[config.mk]
export PLATFORM = sky130hd
export DESIGN_NAME = inst_axi_rd_bridge_flat
export DESIGN_NICKNAME = d
export VERILOG_FILES = /design/src/rtl/inst_axi_rd_bridge_pkg.sv /design/src/rtl/inst_axi_rd_bridge_if.sv /design/src/rtl/inst_axi_rd_bridge_outst_counter.sv /design/src/rtl/inst_axi_rd_bridge.sv /design/src/flat_wrapper.sv
export SDC_FILE = /design/constraint.sdc
export NUM_CORES = 1
export LEC_CHECK = 0
export BUFFER_PORTS_ARGS = -buffer_cell sky130_fd_sc_hd__buf_2
export CAP_MARGIN = 20
export CORE_ASPECT_RATIO = 0.6
export CORE_UTILIZATION = 30
export CTS_CLUSTER_SIZE = 14
export DETAILED_ROUTE_END_ITERATION = 6
export PLACE_DENSITY_LB_ADDON = 0.1
export SYNTH_ARGS = -nofsm -noshare
export SYNTH_HDL_FRONTEND = slang
export SYNTH_HIERARCHICAL = 1
export SYNTH_SLANG_ARGS = --single-unit
[constraint.sdc]
create_clock -name clk -period 2.8 [get_ports clk]
set_clock_uncertainty 0.2 [all_clocks]
set_input_delay 0.14 -clock clk [delete_from_list [all_inputs] [get_ports clk]]
set_output_delay 0.14 -clock clk [all_outputs]
set_load 0.01 [all_outputs]
[src/rtl/inst_axi_rd_bridge_pkg.sv]
// Shared AXI read-channel encodings and the AR FSM state type.
// The data-side bridge reuses these encodings.
package inst_axi_rd_bridge_pkg;

    localparam logic [1:0] BURST_INCR = 2'b01;
    localparam logic [1:0] RESP_OKAY  = 2'b00;
    localparam logic [1:0] SIZE_WORD  = 2'b10;
    localparam logic [3:0] ARID_INST  = 4'd0;

    typedef enum logic {
        AR_IDLE,
        AR_BUSY
    } ar_state_e;

    // The SRAM size code maps directly onto AXI ARSIZE: 1, 2 or 4 bytes.
    function automatic logic [2:0] axi_size(input logic [1:0] sram_size);
        return {1'b0, sram_size};
    endfunction

endpackage

[src/rtl/inst_axi_rd_bridge_if.sv]
// Fetch-side SRAM-like port plus the AXI AR/R channels, bundled in one interface.
// slave is the bridge's view; master is the fetch stage and AXI fabric around it.
interface inst_axi_rd_bridge_if;

    logic        inst_sram_req;
    logic        inst_sram_wr;
    logic [1:0]  inst_sram_size;
    logic [31:0] inst_sram_addr;
    logic        inst_sram_addr_ok;
    logic        inst_sram_data_ok;
    logic [31:0] inst_sram_rdata;

    logic [3:0]  arid;
    logic [31:0] araddr;
    logic [7:0]  arlen;
    logic [2:0]  arsize;
    logic [1:0]  arburst;
    logic [1:0]  arlock;
    logic [3:0]  arcache;
    logic [2:0]  arprot;
    logic        arvalid;
    logic        arready;

    logic [3:0]  rid;
    logic [31:0] rdata;
    logic [1:0]  rresp;
    logic        rlast;
    logic        rvalid;
    logic        rready;

    logic        bus_err;

    modport slave (
        input  inst_sram_req, inst_sram_wr, inst_sram_size, inst_sram_addr,
        output inst_sram_addr_ok, inst_sram_data_ok, inst_sram_rdata,
        output arid, araddr, arlen, arsize, arburst, arlock, arcache, arprot, arvalid,
        input  arready,
        input  rid, rdata, rresp, rlast, rvalid,
        output rready,
        output bus_err
    );

    modport master (
        output inst_sram_req, inst_sram_wr, inst_sram_size, inst_sram_addr,
        input  inst_sram_addr_ok, inst_sram_data_ok, inst_sram_rdata,
        input  arid, araddr, arlen, arsize, arburst, arlock, arcache, arprot, arvalid,
        output arready,
        output rid, rdata, rresp, rlast, rvalid,
        input  rready,
        input  bus_err
    );

endinterface

[src/rtl/inst_axi_rd_bridge_outst_counter.sv]
// Saturating up/down count of accepted-but-unreturned reads.
module inst_axi_rd_bridge_outst_counter #(
    parameter int unsigned MAX_OUTST = 2
) (
    input  logic i_clk,
    input  logic i_rst,
    input  logic i_inc,
    input  logic i_dec,
    output logic o_full,
    output logic o_empty
);

    localparam int unsigned   CntW   = $clog2(MAX_OUTST + 1);
    localparam logic [CntW-1:0] MaxCnt = CntW'(MAX_OUTST);

    logic [CntW-1:0] r_cnt;
    logic [CntW-1:0] w_cnt_nxt;
    logic            w_inc;
    logic            w_dec;

    assign o_full  = (r_cnt >= MaxCnt);
    assign o_empty = (r_cnt == '0);
    assign w_inc   = i_inc & ~o_full;
    assign w_dec   = i_dec & ~o_empty;

    always_comb begin
        w_cnt_nxt = r_cnt;
        case ({w_inc, w_dec})
            2'b10:   w_cnt_nxt = r_cnt + 1'b1;
            2'b01:   w_cnt_nxt = r_cnt - 1'b1;
            default: w_cnt_nxt = r_cnt;
        endcase
    end

    always_ff @(posedge i_clk or posedge i_rst) begin
        if (i_rst) begin
            r_cnt <= '0;
        end else begin
            r_cnt <= w_cnt_nxt;
        end
    end

endmodule

[src/rtl/inst_axi_rd_bridge.sv]
// Instruction-fetch read bridge: SRAM-like requests to in-order single-beat AXI reads,
// each returned word presented as a one-cycle data_ok pulse.
module inst_axi_rd_bridge
    import inst_axi_rd_bridge_pkg::*;
#(
    parameter int unsigned MAX_OUTST = 2,
    parameter logic [3:0]  ARID_VAL  = ARID_INST
) (
    input  logic                 clk,
    input  logic                 reset,
    inst_axi_rd_bridge_if.slave  io_bus
);

    ar_state_e   r_ar_state;
    ar_state_e   w_ar_state_nxt;
    logic [31:0] r_araddr;
    logic [2:0]  r_arsize;
    logic        r_data_ok;
    logic [31:0] r_rdata;
    logic        r_bus_err;

    logic        w_full;
    logic        w_empty;
    logic        w_addr_ok;
    logic        w_r_hs;
    logic        w_unused_rid;

    // Single ARID and in-order return make rid redundant.
    assign w_unused_rid = ^io_bus.rid;

    // Registered count only: a beat returning this cycle frees its slot next cycle.
    assign w_addr_ok = io_bus.inst_sram_req & ~io_bus.inst_sram_wr
                     & (r_ar_state == AR_IDLE) & ~w_full;
    assign w_r_hs    = io_bus.rvalid & ~w_empty & io_bus.rlast;

    inst_axi_rd_bridge_outst_counter #(
        .MAX_OUTST (MAX_OUTST)
    ) u_outst_counter (
        .i_clk   (clk),
        .i_rst   (reset),
        .i_inc   (w_addr_ok),
        .i_dec   (w_r_hs),
        .o_full  (w_full),
        .o_empty (w_empty)
    );

    always_comb begin
        w_ar_state_nxt = r_ar_state;
        case (r_ar_state)
            AR_IDLE: if (w_addr_ok)      w_ar_state_nxt = AR_BUSY;
            AR_BUSY: if (io_bus.arready) w_ar_state_nxt = AR_IDLE;
            default:                     w_ar_state_nxt = AR_IDLE;
        endcase
    end

    always_ff @(posedge clk or posedge reset) begin
        if (reset) begin
            r_ar_state <= AR_IDLE;
            r_araddr   <= '0;
            r_arsize   <= '0;
        end else begin
            r_ar_state <= w_ar_state_nxt;
            if (w_addr_ok) begin
                r_araddr <= io_bus.inst_sram_addr;
                r_arsize <= axi_size(io_bus.inst_sram_size);
            end
        end
    end

    always_ff @(posedge clk or posedge reset) begin
        if (reset) begin
            r_data_ok <= 1'b0;
            r_rdata   <= '0;
            r_bus_err <= 1'b0;
        end else begin
            r_data_ok <= w_r_hs;
            if (w_r_hs) begin
                r_rdata <= io_bus.rdata;
            end
            if (w_r_hs && (io_bus.rresp != RESP_OKAY)) begin
                r_bus_err <= 1'b1;
            end
        end
    end

    assign io_bus.inst_sram_addr_ok = w_addr_ok;
    assign io_bus.inst_sram_data_ok = r_data_ok;
    assign io_bus.inst_sram_rdata   = r_rdata;

    assign io_bus.arid    = ARID_VAL;
    assign io_bus.araddr  = r_araddr;
    assign io_bus.arlen   = 8'd0;
    assign io_bus.arsize  = r_arsize;
    assign io_bus.arburst = BURST_INCR;
    assign io_bus.arlock  = 2'b00;
    assign io_bus.arcache = 4'b0000;
    assign io_bus.arprot  = 3'b000;
    assign io_bus.arvalid = (r_ar_state == AR_BUSY);

    assign io_bus.rready  = ~w_empty;
    assign io_bus.bus_err = r_bus_err;

endmodule

[src/flat_wrapper.sv]
// flat-port wrapper written by rule: the top's interface ports become plain ports
module inst_axi_rd_bridge_flat import inst_axi_rd_bridge_pkg::*;
#(
    parameter int unsigned MAX_OUTST = 2,
    parameter logic [3:0]  ARID_VAL  = ARID_INST
)
  (clk, reset, io_bus_inst_sram_req, io_bus_inst_sram_wr, io_bus_inst_sram_size, io_bus_inst_sram_addr, io_bus_inst_sram_addr_ok, io_bus_inst_sram_data_ok, io_bus_inst_sram_rdata, io_bus_arid, io_bus_araddr, io_bus_arlen, io_bus_arsize, io_bus_arburst, io_bus_arlock, io_bus_arcache, io_bus_arprot, io_bus_arvalid, io_bus_arready, io_bus_rid, io_bus_rdata, io_bus_rresp, io_bus_rlast, io_bus_rvalid, io_bus_rready, io_bus_bus_err);
  inst_axi_rd_bridge_if io_bus_i ();
  input  logic clk;
  input  logic reset;
  input wire logic [$bits(io_bus_i.inst_sram_req)-1:0] io_bus_inst_sram_req;
  input wire logic [$bits(io_bus_i.inst_sram_wr)-1:0] io_bus_inst_sram_wr;
  input wire logic [$bits(io_bus_i.inst_sram_size)-1:0] io_bus_inst_sram_size;
  input wire logic [$bits(io_bus_i.inst_sram_addr)-1:0] io_bus_inst_sram_addr;
  output wire logic [$bits(io_bus_i.inst_sram_addr_ok)-1:0] io_bus_inst_sram_addr_ok;
  output wire logic [$bits(io_bus_i.inst_sram_data_ok)-1:0] io_bus_inst_sram_data_ok;
  output wire logic [$bits(io_bus_i.inst_sram_rdata)-1:0] io_bus_inst_sram_rdata;
  output wire logic [$bits(io_bus_i.arid)-1:0] io_bus_arid;
  output wire logic [$bits(io_bus_i.araddr)-1:0] io_bus_araddr;
  output wire logic [$bits(io_bus_i.arlen)-1:0] io_bus_arlen;
  output wire logic [$bits(io_bus_i.arsize)-1:0] io_bus_arsize;
  output wire logic [$bits(io_bus_i.arburst)-1:0] io_bus_arburst;
  output wire logic [$bits(io_bus_i.arlock)-1:0] io_bus_arlock;
  output wire logic [$bits(io_bus_i.arcache)-1:0] io_bus_arcache;
  output wire logic [$bits(io_bus_i.arprot)-1:0] io_bus_arprot;
  output wire logic [$bits(io_bus_i.arvalid)-1:0] io_bus_arvalid;
  input wire logic [$bits(io_bus_i.arready)-1:0] io_bus_arready;
  input wire logic [$bits(io_bus_i.rid)-1:0] io_bus_rid;
  input wire logic [$bits(io_bus_i.rdata)-1:0] io_bus_rdata;
  input wire logic [$bits(io_bus_i.rresp)-1:0] io_bus_rresp;
  input wire logic [$bits(io_bus_i.rlast)-1:0] io_bus_rlast;
  input wire logic [$bits(io_bus_i.rvalid)-1:0] io_bus_rvalid;
  output wire logic [$bits(io_bus_i.rready)-1:0] io_bus_rready;
  output wire logic [$bits(io_bus_i.bus_err)-1:0] io_bus_bus_err;
  assign io_bus_i.inst_sram_req = io_bus_inst_sram_req;
  assign io_bus_i.inst_sram_wr = io_bus_inst_sram_wr;
  assign io_bus_i.inst_sram_size = io_bus_inst_sram_size;
  assign io_bus_i.inst_sram_addr = io_bus_inst_sram_addr;
  assign io_bus_inst_sram_addr_ok = io_bus_i.inst_sram_addr_ok;
  assign io_bus_inst_sram_data_ok = io_bus_i.inst_sram_data_ok;
  assign io_bus_inst_sram_rdata = io_bus_i.inst_sram_rdata;
  assign io_bus_arid = io_bus_i.arid;
  assign io_bus_araddr = io_bus_i.araddr;
  assign io_bus_arlen = io_bus_i.arlen;
  assign io_bus_arsize = io_bus_i.arsize;
  assign io_bus_arburst = io_bus_i.arburst;
  assign io_bus_arlock = io_bus_i.arlock;
  assign io_bus_arcache = io_bus_i.arcache;
  assign io_bus_arprot = io_bus_i.arprot;
  assign io_bus_arvalid = io_bus_i.arvalid;
  assign io_bus_i.arready = io_bus_arready;
  assign io_bus_i.rid = io_bus_rid;
  assign io_bus_i.rdata = io_bus_rdata;
  assign io_bus_i.rresp = io_bus_rresp;
  assign io_bus_i.rlast = io_bus_rlast;
  assign io_bus_i.rvalid = io_bus_rvalid;
  assign io_bus_rready = io_bus_i.rready;
  assign io_bus_bus_err = io_bus_i.bus_err;
  inst_axi_rd_bridge #(.MAX_OUTST(MAX_OUTST), .ARID_VAL(ARID_VAL)) u_core (.clk(clk), .reset(reset), .io_bus(io_bus_i));
endmodule
### Word-level counts from Yosys, hierarchy flattened

Index checks and enable logic that the tools add are counted.

* bits of input ports: 79
* register bits after elaboration: 71

* order comparisons: 1
* reductions and logical operators: 4
* eq/ne operators: 2
* $add $sub $neg: 2
* bitwise operators: 11
* multiplexer cells: 4

Operator list (number)
* $and A1 B1 Y1: 7
* $not A1 Y1: 4
* $pmux W2 S2: 1
* $reduce_bool A2 Y1: 2
* $add A2 B1 Y2 const B: 1
* $eq A2 B1 Y1 const B: 1
* $eq A2 B2 Y1 const B: 1
* $ge A2 B2 Y1 const B: 1
* $logic_not A2 Y1: 1
* $mux W1: 2
* $pmux W1 S2: 1
* $sub A2 B1 Y2 const B: 1
* $logic_and A1 B1 Y1: 1

### Logic depth before layout (Yosys ltp)

* word-level depth: 7
* gate-level depth with buffers: 9
* gate-level depth less buffers: 8

### Modules after synthesis

The synthesis kept the hierarchy.

Modules (own cells, without submodules)
* inst_axi_rd_bridge: instances 1, cells an instance 176, area an instance 2771.4 µm²
* inst_axi_rd_bridge_outst_counter: instances 1, cells an instance 12, area an instance 116.4 µm²

### Worst setup path before layout

OpenSTA, ideal clock, no wires.

* path type: register to register
* start: register u_core.u_outst_counter.r_cnt[1]
* end: register u_core.u_outst_counter.r_cnt[1]
* clock period less this slack: 2.103 ns
* setup time: 0.079 ns
* stages on the path, launching flop included: 8
* path slack: 0.697 ns
* required time: 2.521 ns
* arrival time: 1.823 ns
* path through: dfrtp_1 clkbuf_1 nor4b_4 buf_6 nand2b_1 ha_1 nor2_1 xor2_1

* elaborated cells on any way between the ends: 15
* classes of those cells: 2 x add/sub; 1 x order compare; 2 x eq/ne; 1 x mux; 7 x bitwise; 2 x reduce/logical

RTL lines
* start, declared: RTL line inst_axi_rd_bridge_outst_counter.sv:16 `logic [CntW-1:0] r_cnt;`
* start signal, assigned: RTL line inst_axi_rd_bridge_outst_counter.sv:39 `r_cnt <= w_cnt_nxt;`
* $ge A2 B2 Y1 *: RTL line inst_axi_rd_bridge_outst_counter.sv:21 `assign o_full = (r_cnt >= MaxCnt);`
* named net u_core.w_full: RTL line inst_axi_rd_bridge.sv:22 `logic w_full;`
* $not A1 Y1 *: RTL line inst_axi_rd_bridge.sv:33 `& (r_ar_state == AR_IDLE) & ~w_full;`
* $and A1 B1 Y1 *: RTL line inst_axi_rd_bridge.sv:33
* named net io_bus_inst_sram_addr_ok: RTL line flat_wrapper.sv:15 `output wire logic [$bits(io_bus_i.inst_sram_addr_ok)-1:0] io_bus_inst_sram_addr_ok;`
* $and A1 B1 Y1 *: RTL line inst_axi_rd_bridge_outst_counter.sv:23 `assign w_inc = i_inc & ~o_full;`
* $eq A2 B1 Y1 / $eq A2 B2 Y1 (equally long branches): RTL line inst_axi_rd_bridge_outst_counter.sv:28 `case ({w_inc, w_dec})`
* $pmux W2 S2 / $reduce_bool A2 Y1 (equally long branches)

The timed path passes the listed nets; every way through them passes the cells marked *.
A chain may end at the register's enable or synchronous reset.

### Worst setup path after layout

* start: register u_core.u_outst_counter.r_cnt[1]
* end: register u_core.u_outst_counter.r_cnt[1]

* longest elaborated chain between the ends: 7
* elaborated cells on any way between the ends: 15
* classes of those cells: 2 x add/sub; 1 x order compare; 2 x eq/ne; 1 x mux; 7 x bitwise; 2 x reduce/logical

Ends and longest elaborated chain
* $logic_not A2 Y1 *: RTL line inst_axi_rd_bridge_outst_counter.sv:22 `assign o_empty = (r_cnt == '0);`
* named net u_core.w_empty: RTL line inst_axi_rd_bridge.sv:23 `logic w_empty;`
* $not A1 Y1 *: RTL line inst_axi_rd_bridge.sv:34 `assign w_r_hs = io_bus.rvalid & ~w_empty & io_bus.rlast;`
* $and A1 B1 Y1 * (2 in a row): RTL line inst_axi_rd_bridge.sv:34
* named net u_core.w_r_hs: RTL line inst_axi_rd_bridge.sv:25 `logic w_r_hs;`
* $and A1 B1 Y1 *: RTL line inst_axi_rd_bridge_outst_counter.sv:24 `assign w_dec = i_dec & ~o_empty;`
* $eq A2 B1 Y1 / $eq A2 B2 Y1 (equally long branches): RTL line inst_axi_rd_bridge_outst_counter.sv:28
* $pmux W2 S2 / $reduce_bool A2 Y1 (equally long branches)

Marked as above.

==> metrics <==
maximum buffer depth of the clock tree=2; placed insts=457; Min-Delay Path Class=in -> async; DRT antenna net count=0; grt ovf=0; final instance area=between 4000 and 5000 µm²; DRT iter0 DRCs=61; crit path max-delay cell type=dlygate4sd3_1; post-synthesis cell type count=19; drt first pass iters=4; GP Congestion=between 0.6 and 0.7; PwrDens=~950 nW/µm²; maximum number of pins on one net before global-route repair=70; outcome=finished clean; Clock Latency Late Sink=320 ps; post-DR wirelength/cell=12.0 µm; IO Pins=174; Resized Gates After CTS=0; first-pass GRT wire length=between 10 and 15 mm; Rows=27; initial core utilization=around 31%; CTS tree=built; Hold Slack=34.5 ps; Lkg Pwr=roughly 2.3 nW; Max Fclk=417 MHz; worst slew pin tran=885 ps; Port Buffers=~150; core area=~9300 µm²; Pint=slightly above 3 mW; most frequent cells in the layout=145 x buf_2, 72 x dlygate4sd3_1, 71 x dfrtp_1, 64 x mux2_2, 24 x conb_1; TritonCTS buffer count=9; Clock Sink Count=71; Period minus WS final=2400 ps; Sw Pwr=1.37 mW; Cells after Synth=188; DP Area=between 3000 and 4000 µm²; Seq pwr share=40.4%; critical path cell sequence=nor2_1 > nand3b_1 > dlygate4sd3_1 > inv_1 > nor2b_1 > ha_1 > nor2_1 > xor2_1; antenna violations before repair=0; CP Capture Type=register; Synth Warn #=6; clock power share=a little under a quarter; Mapped Area=2890 µm²; WP data required=2840 ps; max-capacitance violation count=0; depth of the worst register-to-register path=8; final hold vios=0; DRC Markers=0; Vias/cell=3.93; Post-Syn Area per Cell=15.4 µm²; crit path DAT=roughly 2400 ps; final wirelength=6.54 mm; Via Count=2143; commonest non-fill, non-tap cell in the layout=buf_2; total power=4.38 mW; Net Sw Frac=31.2%; Pins Over Slew Limit=0; clk root buf=clkbuf_16; critical path type=reg -> reg; deepest level of the CTS H-tree=3; Max FO, Critical Path=4; die height=78.0 µm; vias in the first global route=2193; Total Routing Usage GR=13.6%; Slew HR=about two fifths; CTS clk-pin slew, worst paths=about 50 ps; Seq/Total Area, Yosys=61.5%; die area=10000 µm²; RSZ-0062 raised after global routing=false; crit-path most repeated cell=nor2_1; Area growth syn-to-layout=60.3%; Gate power share=36.9%; maximum vdd drop=394 µV; Largest stage delay, worst path=560 ps; #FFs+latches synth=around 70; CP Launch Type=register; nets=490; # setup viols final=0; detailed placement HPWL=4.11 mm; fin crit share=approximately 86%; diodes inserted=0; Finished Layout Cells=545; Die X-Extent=129 µm; Setup TNS=0 ps; layout cells sized above 1=between 50% and 60%
[state kept, by name, summed over array words and instances (netlist names)]
register                         cells
u_core/io_bus.inst_sram_rdata       32
u_core/io_bus.arsize                 2
u_core/io_bus.araddr                32
u_core/io_bus.inst_sram_data_ok      1
u_core/u_outst_counter/r_cnt         2
u_core/io_bus.arvalid                1
u_core/io_bus.bus_err                1
[through the flow]
step	setup WS, ps	utilization (%)
global route	231	50.0
floorplan	697	-
finish	403	50.0
CTS	405	50.0
global placement	868	39.4
detailed placement	881	39.4
[power groups by stage]
stage	clock, mW	combinational [mW]	sequential (mW)
3_5_place_dp	0	1.55	1.79
2_1_floorplan	0	0.670	2.03
5_1_grt	1.09	1.75	1.84
6_report	0.997	1.62	1.77
4_1_cts	1.04	1.63	1.77
3_3_place_gp	0	1.54	1.77
[worst max-delay path: cells and delay by family, from the launching register on]
| kind | cells | cell delay, ps |
|---|---|---|
| buf+inv | 2 | 610 |
| fa+ha+maj | 1 | 320 |
| xor+xnor | 1 | 150 |
| simple gates | 4 | 620 |
| flops | 1 | 430 |
[worst paths after layout]
path,start,to,slack (ps)
max in group asynchronous,reset,u_core/io_bus.araddr[16]$_DFFE_PP0P_,1370
worst min register to register,u_core/io_bus.araddr[22]$_DFFE_PP0P_,u_core/io_bus.araddr[22]$_DFFE_PP0P_,280
min in group clk,io_bus_inst_sram_wr,u_core/u_outst_counter/r_cnt[0]$_DFFE_PP0P_,90
worst max register to register,u_core/u_outst_counter/r_cnt[1]$_DFFE_PP0P_,u_core/u_outst_counter/r_cnt[1]$_DFFE_PP0P_,400
worst max-delay path,u_core/u_outst_counter/r_cnt[1]$_DFFE_PP0P_,u_core/u_outst_counter/r_cnt[1]$_DFFE_PP0P_,400
worst min-delay path,reset,u_core/u_outst_counter/r_cnt[0]$_DFFE_PP0P_,30
[logic make-up after synthesis]
logic type / synth area share (%)
AOI/OAI and AO/OA: 0.520
xor gates and xnor gates: 0.910
adders and majority gates: 0.433
buffers and inverters: 8.71
DFF: 61.5
muxes: 25.7
other: 0.260
and+or+nand+nor: 1.91
[cells in the mapped netlist]
cell type / number / area [µm²]
inv_1: 5 / 18.8
dfrtp_1: 71 / 1780
nand3b_1: 1 / 7.51
o21bai_1: 1 / 7.51
buf_6: 3 / 33.8
xor2_1: 1 / 8.76
a21o_1: 1 / 7.51
nor4b_4: 1 / 23.8
nor2b_1: 1 / 6.26
mux2_2: 64 / 721
nand2b_1: 1 / 6.26
nor2_1: 3 / 11.3
buf_2: 3 / 15.0
ha_1: 1 / 12.5
conb_1: 2 / 7.51
buf_4: 24 / 180
xnor2_1: 2 / 17.5
mux2_1: 2 / 22.5
clkbuf_1: 1 / 3.75
[final cells by class]
| type | instances | area (µm²) |
|---|---|---|
| clock buffers | 12 | 236 |
| inverters | 5 | 18.8 |
| fillers | 876 | 4630 |
| repair buffers | 220 | 1470 |
| clock inverters | 4 | 22.5 |
| multi-input cells | 103 | 942 |
| well taps | 130 | 163 |
| flip-flops and latches | 71 | 1780 |
[per-layer routing]
layer,up-vias,wire [µm],track usage [%]
li1,1024,-,-
met1,1009,2800,15.2
met2,100,2960,21.9
met3,10,713,7.38
met4,0,70,4.59
met5,-,0,0
[timing repair]
action / CTS / global route
endpoints found under the setup margin: 0 / 0
hold buffers: 72 / 0
setup buffers: 0 / 0
hold endpoints to repair: 140 / 0
(Power assumes the default switching activity.)
